**src/rtl/otter_mmio_hub_pkg.sv**
```systemverilog
// Shared definitions for the OTTER MMIO hub: default base addresses,
// address decode selector and the word-offset helper.
package otter_io_pkg;

    localparam logic [31:0] DEF_BASE_IN  = 32'h1100_8000;
    localparam logic [31:0] DEF_BASE_OUT = 32'h1100_C000;

    // Widest button/pending/mask vector the hub supports.
    localparam int unsigned MAX_BTN = 16;
    typedef logic [MAX_BTN-1:0] irq_vec_t;

    // Which register an iobus address selects.
    typedef enum logic [2:0] {
        SEL_NONE,
        SEL_EXT,   // synchronised input port (read only)
        SEL_BTN,   // debounced buttons (read only)
        SEL_PEND,  // pending, read-only alias in the input region
        SEL_OUT,   // output register (read/write)
        SEL_MASK,  // interrupt mask (read/write)
        SEL_CLR    // pending, write-1-to-clear alias in the output region
    } sel_e;

    // Byte address of the given word slot above a region base.
    function automatic logic [31:0] io_offset(input logic [31:0] base, input int unsigned word);
        return base + 32'(word * 4);
    endfunction

endpackage

```
**src/rtl/otter_mmio_hub_if.sv**
```systemverilog
// OTTER_MCU iobus: address, write data and strobe from the MCU, read data back.
interface otter_mmio_hub_if;

    logic [31:0] iobus_addr;
    logic [31:0] iobus_out;
    logic        iobus_wr;
    logic [31:0] iobus_in;

    modport master (
        output iobus_addr,
        output iobus_out,
        output iobus_wr,
        input  iobus_in
    );

    modport slave (
        input  iobus_addr,
        input  iobus_out,
        input  iobus_wr,
        output iobus_in
    );

endinterface

```
**src/rtl/otter_mmio_hub_btn_debounce.sv**
```systemverilog
// One button: 2-flop synchroniser, stability counter and debounced level.
// rise_o marks the clock edge on which the debounced level goes 0 -> 1.
module btn_debounce #(
    parameter int unsigned DB_CYCLES = 500_000
) (
    input  logic clk_i,
    input  logic rst_i,
    input  logic btn_raw_i,
    output logic db_o,
    output logic rise_o
);

    localparam int unsigned     CW      = $clog2(DB_CYCLES);
    localparam logic [CW-1:0]   CNT_MAX = CW'(DB_CYCLES - 1);

    logic          sync1_q;
    logic          sync2_q;
    logic [CW-1:0] cnt_q;
    logic [CW-1:0] cnt_d;
    logic          db_q;
    logic          db_d;

    // Synchroniser, counter and debounced state registers.
    always_ff @(posedge clk_i or posedge rst_i) begin
        if (rst_i) begin
            sync1_q <= 1'b0;
            sync2_q <= 1'b0;
            cnt_q   <= '0;
            db_q    <= 1'b0;
        end else begin
            sync1_q <= btn_raw_i;
            sync2_q <= sync1_q;
            cnt_q   <= cnt_d;
            db_q    <= db_d;
        end
    end

    // Count consecutive cycles of disagreement; accept the new level once stable.
    always_comb begin
        db_d  = db_q;
        cnt_d = '0;
        if (sync2_q != db_q) begin
            if (cnt_q == CNT_MAX) begin
                db_d  = sync2_q;
                cnt_d = '0;
            end else begin
                cnt_d = cnt_q + CW'(1);
            end
        end
    end

    // Taken from the next-state value so pending is set on the same edge db rises.
    assign rise_o = db_d & ~db_q;
    assign db_o   = db_q;

endmodule

```
**src/rtl/otter_mmio_hub.sv**
```systemverilog
// Memory-mapped I/O hub between the OTTER_MCU iobus and board devices:
// output registers, synchronised input ports, debounced buttons with
// rising-edge capture and a maskable level interrupt.
module otter_mmio_hub
    import otter_io_pkg::*;
#(
    parameter logic [31:0] BASE_IN   = DEF_BASE_IN,
    parameter logic [31:0] BASE_OUT  = DEF_BASE_OUT,
    parameter int unsigned N_IN      = 4,
    parameter int unsigned IN_W      = 16,
    parameter int unsigned N_OUT     = 4,
    parameter int unsigned OUT_W     = 32,
    parameter int unsigned N_BTN     = 5,
    parameter int unsigned DB_CYCLES = 500_000
) (
    input  logic                   clk,
    input  logic                   RST,
    otter_mmio_hub_if.slave        bus,
    input  logic [N_IN*IN_W-1:0]   ext_in,
    input  logic [N_BTN-1:0]       btn_raw,
    output logic [N_OUT*OUT_W-1:0] out_regs,
    output logic                   intr
);

    logic [N_IN*IN_W-1:0]   ext_s1_q;
    logic [N_IN*IN_W-1:0]   ext_s2_q;
    logic [N_OUT*OUT_W-1:0] out_q;
    logic [N_OUT*OUT_W-1:0] out_d;
    logic [N_BTN-1:0]       mask_q;
    logic [N_BTN-1:0]       mask_d;
    logic [N_BTN-1:0]       pend_q;
    logic [N_BTN-1:0]       pend_d;
    logic [N_BTN-1:0]       clr;
    logic [N_BTN-1:0]       db;
    logic [N_BTN-1:0]       rise;
    logic                   intr_q;
    logic                   intr_d;
    sel_e                   sel;
    logic [3:0]             sel_idx;
    logic [31:0]            rdata;
    irq_vec_t               db_wide;
    irq_vec_t               pend_wide;

    for (genvar g = 0; g < N_BTN; g++) begin : g_btn
        btn_debounce #(
            .DB_CYCLES(DB_CYCLES)
        ) u_db (
            .clk_i    (clk),
            .rst_i    (RST),
            .btn_raw_i(btn_raw[g]),
            .db_o     (db[g]),
            .rise_o   (rise[g])
        );
    end

    // Address decode shared by the read mux and the write enables.
    always_comb begin
        sel     = SEL_NONE;
        sel_idx = '0;
        for (int unsigned i = 0; i < N_IN; i++) begin
            if (bus.iobus_addr == io_offset(BASE_IN, i)) begin
                sel     = SEL_EXT;
                sel_idx = 4'(i);
            end
        end
        if (bus.iobus_addr == io_offset(BASE_IN, N_IN))     sel = SEL_BTN;
        if (bus.iobus_addr == io_offset(BASE_IN, N_IN + 1)) sel = SEL_PEND;
        for (int unsigned i = 0; i < N_OUT; i++) begin
            if (bus.iobus_addr == io_offset(BASE_OUT, i)) begin
                sel     = SEL_OUT;
                sel_idx = 4'(i);
            end
        end
        if (bus.iobus_addr == io_offset(BASE_OUT, N_OUT))     sel = SEL_MASK;
        if (bus.iobus_addr == io_offset(BASE_OUT, N_OUT + 1)) sel = SEL_CLR;
    end

    assign db_wide   = irq_vec_t'(db);
    assign pend_wide = irq_vec_t'(pend_q);

    // Zero-latency, zero-extended read mux; unmapped addresses read as 0.
    always_comb begin
        rdata = '0;
        case (sel)
            SEL_EXT: begin
                for (int unsigned i = 0; i < N_IN; i++) begin
                    if (sel_idx == 4'(i)) rdata = 32'(ext_s2_q[i*IN_W +: IN_W]);
                end
            end
            SEL_OUT: begin
                for (int unsigned i = 0; i < N_OUT; i++) begin
                    if (sel_idx == 4'(i)) rdata = 32'(out_q[i*OUT_W +: OUT_W]);
                end
            end
            SEL_BTN:           rdata = 32'(db_wide);
            SEL_PEND, SEL_CLR: rdata = 32'(pend_wide);
            SEL_MASK:          rdata = 32'(mask_q);
            default:           rdata = '0;
        endcase
    end

    // Next-state for writable registers; a new rising edge wins over W1C.
    always_comb begin
        out_d  = out_q;
        mask_d = mask_q;
        clr    = '0;
        if (bus.iobus_wr) begin
            case (sel)
                SEL_OUT: begin
                    for (int unsigned i = 0; i < N_OUT; i++) begin
                        if (sel_idx == 4'(i)) out_d[i*OUT_W +: OUT_W] = bus.iobus_out[OUT_W-1:0];
                    end
                end
                SEL_MASK: mask_d = bus.iobus_out[N_BTN-1:0];
                SEL_CLR:  clr    = bus.iobus_out[N_BTN-1:0];
                default:  ;
            endcase
        end
        pend_d = (pend_q & ~clr) | rise;
        intr_d = |(pend_q & mask_q);
    end

    // Input synchronisers, register file and interrupt flop.
    always_ff @(posedge clk or posedge RST) begin
        if (RST) begin
            ext_s1_q <= '0;
            ext_s2_q <= '0;
            out_q    <= '0;
            mask_q   <= '0;
            pend_q   <= '0;
            intr_q   <= 1'b0;
        end else begin
            ext_s1_q <= ext_in;
            ext_s2_q <= ext_s1_q;
            out_q    <= out_d;
            mask_q   <= mask_d;
            pend_q   <= pend_d;
            intr_q   <= intr_d;
        end
    end

    assign bus.iobus_in = rdata;
    assign out_regs     = out_q;
    assign intr         = intr_q;

endmodule

```
**src/flat_wrapper.sv**
```systemverilog
// flat-port wrapper written by rule: the top's interface ports become plain ports
module otter_mmio_hub_flat import otter_io_pkg::*;
#(
    parameter logic [31:0] BASE_IN   = DEF_BASE_IN,
    parameter logic [31:0] BASE_OUT  = DEF_BASE_OUT,
    parameter int unsigned N_IN      = 4,
    parameter int unsigned IN_W      = 16,
    parameter int unsigned N_OUT     = 4,
    parameter int unsigned OUT_W     = 32,
    parameter int unsigned N_BTN     = 5,
    parameter int unsigned DB_CYCLES = 500_000
)
  (clk, RST, ext_in, btn_raw, out_regs, intr, bus_iobus_addr, bus_iobus_out, bus_iobus_wr, bus_iobus_in);
  otter_mmio_hub_if bus_i ();
  input  logic clk;
  input  logic RST;
  input  logic [N_IN*IN_W-1:0] ext_in;
  input  logic [N_BTN-1:0] btn_raw;
  output logic [N_OUT*OUT_W-1:0] out_regs;
  output logic intr;
  input wire logic [$bits(bus_i.iobus_addr)-1:0] bus_iobus_addr;
  input wire logic [$bits(bus_i.iobus_out)-1:0] bus_iobus_out;
  input wire logic [$bits(bus_i.iobus_wr)-1:0] bus_iobus_wr;
  output wire logic [$bits(bus_i.iobus_in)-1:0] bus_iobus_in;
  assign bus_i.iobus_addr = bus_iobus_addr;
  assign bus_i.iobus_out = bus_iobus_out;
  assign bus_i.iobus_wr = bus_iobus_wr;
  assign bus_iobus_in = bus_i.iobus_in;
  otter_mmio_hub #(.BASE_IN(BASE_IN), .BASE_OUT(BASE_OUT), .N_IN(N_IN), .IN_W(IN_W), .N_OUT(N_OUT), .OUT_W(OUT_W), .N_BTN(N_BTN), .DB_CYCLES(DB_CYCLES)) u_core (.clk(clk), .RST(RST), .bus(bus_i), .ext_in(ext_in), .btn_raw(btn_raw), .out_regs(out_regs), .intr(intr));
endmodule
```
**config.mk**
```make
export PLATFORM = sky130hd
export DESIGN_NAME = otter_mmio_hub_flat
export DESIGN_NICKNAME = d
export VERILOG_FILES = /design/src/rtl/otter_mmio_hub_pkg.sv /design/src/rtl/otter_mmio_hub_if.sv /design/src/rtl/otter_mmio_hub_btn_debounce.sv /design/src/rtl/otter_mmio_hub.sv /design/src/flat_wrapper.sv
export SDC_FILE = /design/constraint.sdc
export NUM_CORES = 1
export LEC_CHECK = 0
export BUFFER_PORTS_ARGS = -buffer_cell sky130_fd_sc_hd__buf_2
export CAP_MARGIN = 30
export CORE_ASPECT_RATIO = 0.7
export CORE_MARGIN = 2
export CORE_UTILIZATION = 40
export CTS_BUF_LIST = sky130_fd_sc_hd__clkbuf_8
export CTS_CLUSTER_DIAMETER = 200
export DETAILED_ROUTE_END_ITERATION = 10
export PLACE_DENSITY = 0.59
export SKIP_CTS_REPAIR_TIMING = 1
export SLEW_MARGIN = 25
export SYNTH_ARGS = -nofsm -noshare
export SYNTH_HDL_FRONTEND = slang
export SYNTH_SLANG_ARGS = --single-unit
```
**constraint.sdc**
```tcl
create_clock -name clk -period 32.8 [get_ports clk]
set_input_delay 1.64 -clock clk [delete_from_list [all_inputs] [get_ports clk]]
set_output_delay 1.64 -clock clk [all_outputs]
set_load 0.005 [all_outputs]
```
=== Word-level counts from Yosys, hierarchy flattened ===
Cells that the tools add are included.

* ROM bits: 0
* Word-level logic and storage cells: 137
* RAM bits: 0
* Output and inout bits: 161
* Memories: 0
* Flip-flop bits (word level): 377
* Latch bits: 0

* Bitwise logic cells: 14
* $mul: 0
* Muxes and demuxes: 50
* $lt $le $gt $ge: 0
* $add $sub $neg: 5
* Eq/ne operators: 31
* Divide/modulo/power cells: 0
* Reduce and logical (&&, ||, !) cells: 8
* Shift operators: 0

{| class="wikitable"
|+ Operator list
! cell !! number
|-
| equality test 32 x 29 -> 1 bit (second input constant) || 12
|-
| two-way mux 19 bit || 10
|-
| one-hot mux 32 bit (5 select lines) || 1
|-
| two-way mux 32 bit || 4
|-
| adder 19 x 1 -> 19 bit (second input constant) || 5
|-
| equality test 19 bit (second input constant) || 5
|-
| two-way mux 16 bit || 4
|-
| two-way mux 3 bit || 6
|-
| two-way mux 2 bit || 8
|-
| two-way mux 1 bit || 15
|-
| AND reduction 3 bit || 4
|-
| bitwise AND 5 bit || 2
|-
| two-way mux 5 bit || 2
|-
| equality test 3 bit (second input constant) || 3
|-
| equality test 3 x 2 -> 1 bit (second input constant) || 2
|-
| bitwise AND 1 bit || 5
|-
| inequality test 1 bit || 5
|-
| inverter 1 bit || 5
|-
| inverter 5 bit || 1
|-
| OR 5 bit || 1
|-
| OR reduction 5 bit || 1
|-
| equality test 2 bit (second input constant) || 2
|-
| zero test 4 bit || 1
|-
| equality test 3 x 1 -> 1 bit (second input constant) || 1
|-
| 3 further kinds || 3
|}

=== Depth between registers and ports, before layout ===
* Depth in word-level cells: 19
* Depth in mapped cells: 8
* Depth with buffers taken out: 6

=== Modules after synthesis ===
Synthesis repeated with hierarchy kept, for this count alone.

* Cells, all modules: 1274
* Area total of the unflattened synthesis: 15826.4 um^2

{| class="wikitable"
|+ By module, submodules not included
! module !! sequential area each (um^2) !! area an instance (um^2) !! cells each !! times used
|-
| otter_mmio_hub || 6681.4 || 10177.3 || 739 || 1
|-
| btn_debounce || 550.5 || 1129.8 || 107 || 5
|}

=== Worst setup path before layout ===
OpenSTA, ideal clock, no wires.

* Path kind: input -> output
* Start: input port bus_iobus_addr[26]
* End: output port bus_iobus_in[1]
* Arrival time: 3.289 ns
* Slack: 27.871 ns
* Stages on the path: 6
* Path through: nor4b_2 > nand4_2 > or3_1 > clkbuf_1 > o31a_1 > a221o_1

* Longest elaborated chain between the ends: 16

{| class="wikitable"
|+ Ends and longest elaborated chain
! what !! line !! text
|-
| start, declared || flat_wrapper.sv:21 || <nowiki>input wire logic [$bits(bus_i.iobus_addr)-1:0] bus_iobus_addr;</nowiki>
|-
| equality test 32 x 29 -> 1 bit || otter_mmio_hub.sv:61 || <nowiki>if (bus.iobus_addr == io_offset(BASE_IN, i)) begin</nowiki>
|-
| two-way mux 1 bit (4 in a row) || otter_mmio_hub.sv:61 ||
|-
| two-way mux 2 bit || otter_mmio_hub.sv:66 || <nowiki>if (bus.iobus_addr == io_offset(BASE_IN, N_IN)) sel = SEL_BTN;</nowiki>
|-
| two-way mux 2 bit || otter_mmio_hub.sv:67 || <nowiki>if (bus.iobus_addr == io_offset(BASE_IN, N_IN + 1)) sel = SEL_PEND;</nowiki>
|-
| two-way mux 3 bit (4 in a row) || otter_mmio_hub.sv:69 || <nowiki>if (bus.iobus_addr == io_offset(BASE_OUT, i)) begin</nowiki>
|-
| two-way mux 3 bit || otter_mmio_hub.sv:74 || <nowiki>if (bus.iobus_addr == io_offset(BASE_OUT, N_OUT)) sel = SEL_MASK;</nowiki>
|-
| two-way mux 3 bit || otter_mmio_hub.sv:75 || <nowiki>if (bus.iobus_addr == io_offset(BASE_OUT, N_OUT + 1)) sel = SEL_CLR;</nowiki>
|-
| equality test 3 x 2 -> 1 bit or equality test 3 bit (tied branches) || otter_mmio_hub.sv:84 || <nowiki>case (sel)</nowiki>
|-
| OR reduction 2 bit || otter_mmio_hub.sv:84 ||
|-
| one-hot mux 32 bit (5 select lines) (*) || otter_mmio_hub.sv:84 ||
|-
| end, declared || flat_wrapper.sv:24 || <nowiki>output wire logic [$bits(bus_i.iobus_in)-1:0] bus_iobus_in;</nowiki>
|}

Mark *: on every way between the ends. The rest lies on a longest branch, timed or not.

=== Final worst setup path ===
* Start: input port bus_iobus_addr[3]
* End: output port bus_iobus_in[30]

The elaborated chain is that of the path after synthesis.

==> reports/qor.csv <==
metric,value,unit
syn_inst,1222,
grt_setup_unrepaired,no,
multiInputGateArea,5770,um^2
overall_die_area,40400,um^2
cts_sinks,377,
cp_cell_sequence,buf_2 -> buf_4 -> inv_1 -> nor2_1 -> nand3_1 -> buf_4 -> o21ai_0 -> a21oi_1 -> buf_2,
grt_overflow,0,
grt_use_total,0.204,
dr_total_vias,10691,
critical_path_buf_inv_count,5,
finalCritPeriodShare,0.177,
fmax,172,MHz
wire_length_of_the_first_global_routing_pass,63200,um
routabilityCongestion,0.809,
grt_pass1_vias,10557,
layout_commonest_cell,dfrtp_1,
cell_at_the_slowest_stage_of_the_critical_path,nor2_1,
die_w,239,um
post-route-util,0.490,
nets,1685,
critical_path_cell_count,9,
worstRegToRegCells,5,
route.detailed.wl_per_inst,19.8,um
start_util,0.405,
post_synthesis_instance_area,15500,um^2
die_y,169,um
ys_types,49,
finalHoldViolCount,0,
ys_async_sr_fraction,1.00,
cts_buffers,58,
tightestPinTransition,903,ps
grt_max_degree,186,
core_area,38400,um^2
drt_wl_total,41800,um
synth.net_count,1363,
root_buffer,clkbuf_8,
post-dp-hpwl,29400,um
maximum_fanout_count_along_the_critical_path,41,
ir_drop,0.0247,mV
cellPowerDensity,48.4,nW/um^2
min_path_type,reg -> reg,
worstSkewPairLatency,610,ps
detail_route.vias_per_cell,5.05,
synth-main-ff-cell,dfrtp_1,
cp_data_required_time,31160,ps
netlist_top_cells_area,"dfrtp_1, mux2_2, xnor2_1, mux2i_1, nor2_1",
critPathMaxStageDelay,540,ps
period_minus_slack,5810,ps
synth_enable_flop_cells,0,
synth_top_area_share,0.608,
max_slew_margin,0.398,
rows,60,
area.sequential,9430,um^2
ant_nets,0,
slew_viol_final,0,
worstSetupEndpoint,bus_iobus_in[30],
cts.htree.levels,2,
cp_top_family,buffers and inverters,
final.setup_skew,14.3,ps
clkSlewWorstSetupHoldPaths,60,ps
drive_gt1_frac,0.357,
drt-pass1-iter-count,7,
synth-seq-cells,377,
port-buffer-count,296,
worstReg2RegStart,u_core.g_btn[0].u_db.cnt_q[6]$_DFF_PP0_,
yosysSeqAreaShare,0.608,
post_route_drc,0,
critical_path_start_type,input pin,
clockBufferDepth,3,
ios,297,
yosysWarningCount,0,
outcome,"finished, final reports clean",
synth_area_per_cell,12.7,um^2
antenna_violations_before_repair,3,
critPathArrivalTime,4170,ps
cp-startpoint,bus_iobus_addr[3],
dr.first_iter.drc_count,699,
count_of_max_cap_constraint_violations,0,
layout.cells.most_common_list,"dfrtp_1, buf_2, nor2_1, mux2_2, clkbuf_8",
holdPathStages,0,
post-route-cell-area,18800,um^2
timing.rr.end,u_core.g_btn[0].u_db.cnt_q[12]$_DFF_PP0_,
rrSetupSlack,30540,ps
nFillCells,3455,
netlist.top_cell.by_area,dfrtp_1,
setup.worst_path.end_class,output port,
placedInstanceArea,17600,um^2
fin_setup_tns,0,ps
relative_area_change_from_synthesis_to_final_layout,21.1,%
critical_path_class,in -> out,
tritoncts_clock_tree,built,
setup-violations-final,0,
leakage,9.37,nW
[sequential cells by signal, indices dropped and copies added, names as in the netlist]
register and flops:
u_core.g_btn.u_db.db_o 5, u_core.g_btn.u_db.cnt_q 95, u_core.intr 1, u_core.ext_s2_q 64, u_core.out_regs 128, u_core.pend_q 5, u_core.g_btn.u_db.sync2_q 5, u_core.g_btn.u_db.sync1_q 5
u_core.mask_q 5, u_core.ext_s1_q 64
[worst min-delay path by stage]
stage | start | endpoint | slack, ps
floorplan | u_core.ext_s1_q[0]$_DFF_PP0_ | u_core.ext_s2_q[0]$_DFF_PP0_ | 330
global placement | u_core.ext_s1_q[15]$_DFF_PP0_ | u_core.ext_s2_q[15]$_DFF_PP0_ | 330
detailed placement | u_core.ext_s1_q[0]$_DFF_PP0_ | u_core.ext_s2_q[0]$_DFF_PP0_ | 330
CTS | u_core.ext_s1_q[51]$_DFF_PP0_ | u_core.ext_s2_q[51]$_DFF_PP0_ | 340
global route | u_core.ext_s1_q[52]$_DFF_PP0_ | u_core.ext_s2_q[52]$_DFF_PP0_ | 350
finish | u_core.ext_s1_q[51]$_DFF_PP0_ | u_core.ext_s2_q[51]$_DFF_PP0_ | 340
[layout make-up]
class | instances | share of cell area
Antenna cell | 1 | 0.000133
Multi-Input combinational cell | 766 | 0.307
Timing Repair Buffer | 312 | 0.0874
Inverter | 29 | 0.00619
Sequential cell | 377 | 0.502
Clock inverter | 32 | 0.0103
Clock buffer | 71 | 0.0520
Tap cell | 527 | 0.0351
[through the flow]
step / hold slack [ps] / power, mW / std cells / setup WS (ps)
2_1_floorplan: 331 / 0.507 / 1222 / 20690
6_report: 336 / 0.910 / 2115 / 26990
3_3_place_gp: 332 / 0.526 / 2009 / 27070
4_1_cts: 339 / 0.925 / 2113 / 27000
5_1_grt: 348 / 0.950 / 2114 / 26860
3_5_place_dp: 335 / 0.526 / 2010 / 27010
[kinds of logic (layout without fill, tap and decap cells)]
| family | after synthesis | count (layout) | synth area share |
|---|---|---|---|
| DFF | 377 | 377 | 0.608 |
| buffers and inverters | 79 | 444 | 0.0220 |
| AOI/OAI and AO/OA | 133 | 133 | 0.0580 |
| other | 0 | 1 | 0 |
| xor gates and xnor gates | 90 | 90 | 0.0508 |
| and+or+nand+nor | 334 | 334 | 0.106 |
| muxes | 204 | 204 | 0.151 |
| adders and majority gates | 5 | 5 | 0.00403 |
[report_power, final]
group / switching (mW) / leakage [nW] / internal [mW]
combinational: 0.0247 / 3.75 / 0.0124
sequential: 0.00487 / 4.94 / 0.475
clock: 0.182 / 0.677 / 0.211
total: 0.212 / 9.37 / 0.698
[cells in the mapped netlist, types with 15 or more instances]
cell / number
nand4_1: 21
xnor2_1: 63
nand2_1: 56
mux2_2: 120
inv_1: 29
o21ai_0: 28
dfrtp_1: 377
nor2_1: 138
xor2_1: 27
mux2_4: 30
a21oi_1: 38
nor3_1: 15
and3_1: 15
mux2i_1: 53
clkbuf_1: 27
nand3_1: 36
[metal layers]
layer,share of wire,GRT usage
met5,0.00072,0
met1,0.47,0.293
met3,0.065,0.0530
met2,0.44,0.304
met4,0.024,0.0622
Power figures use the tool's default switching activity.
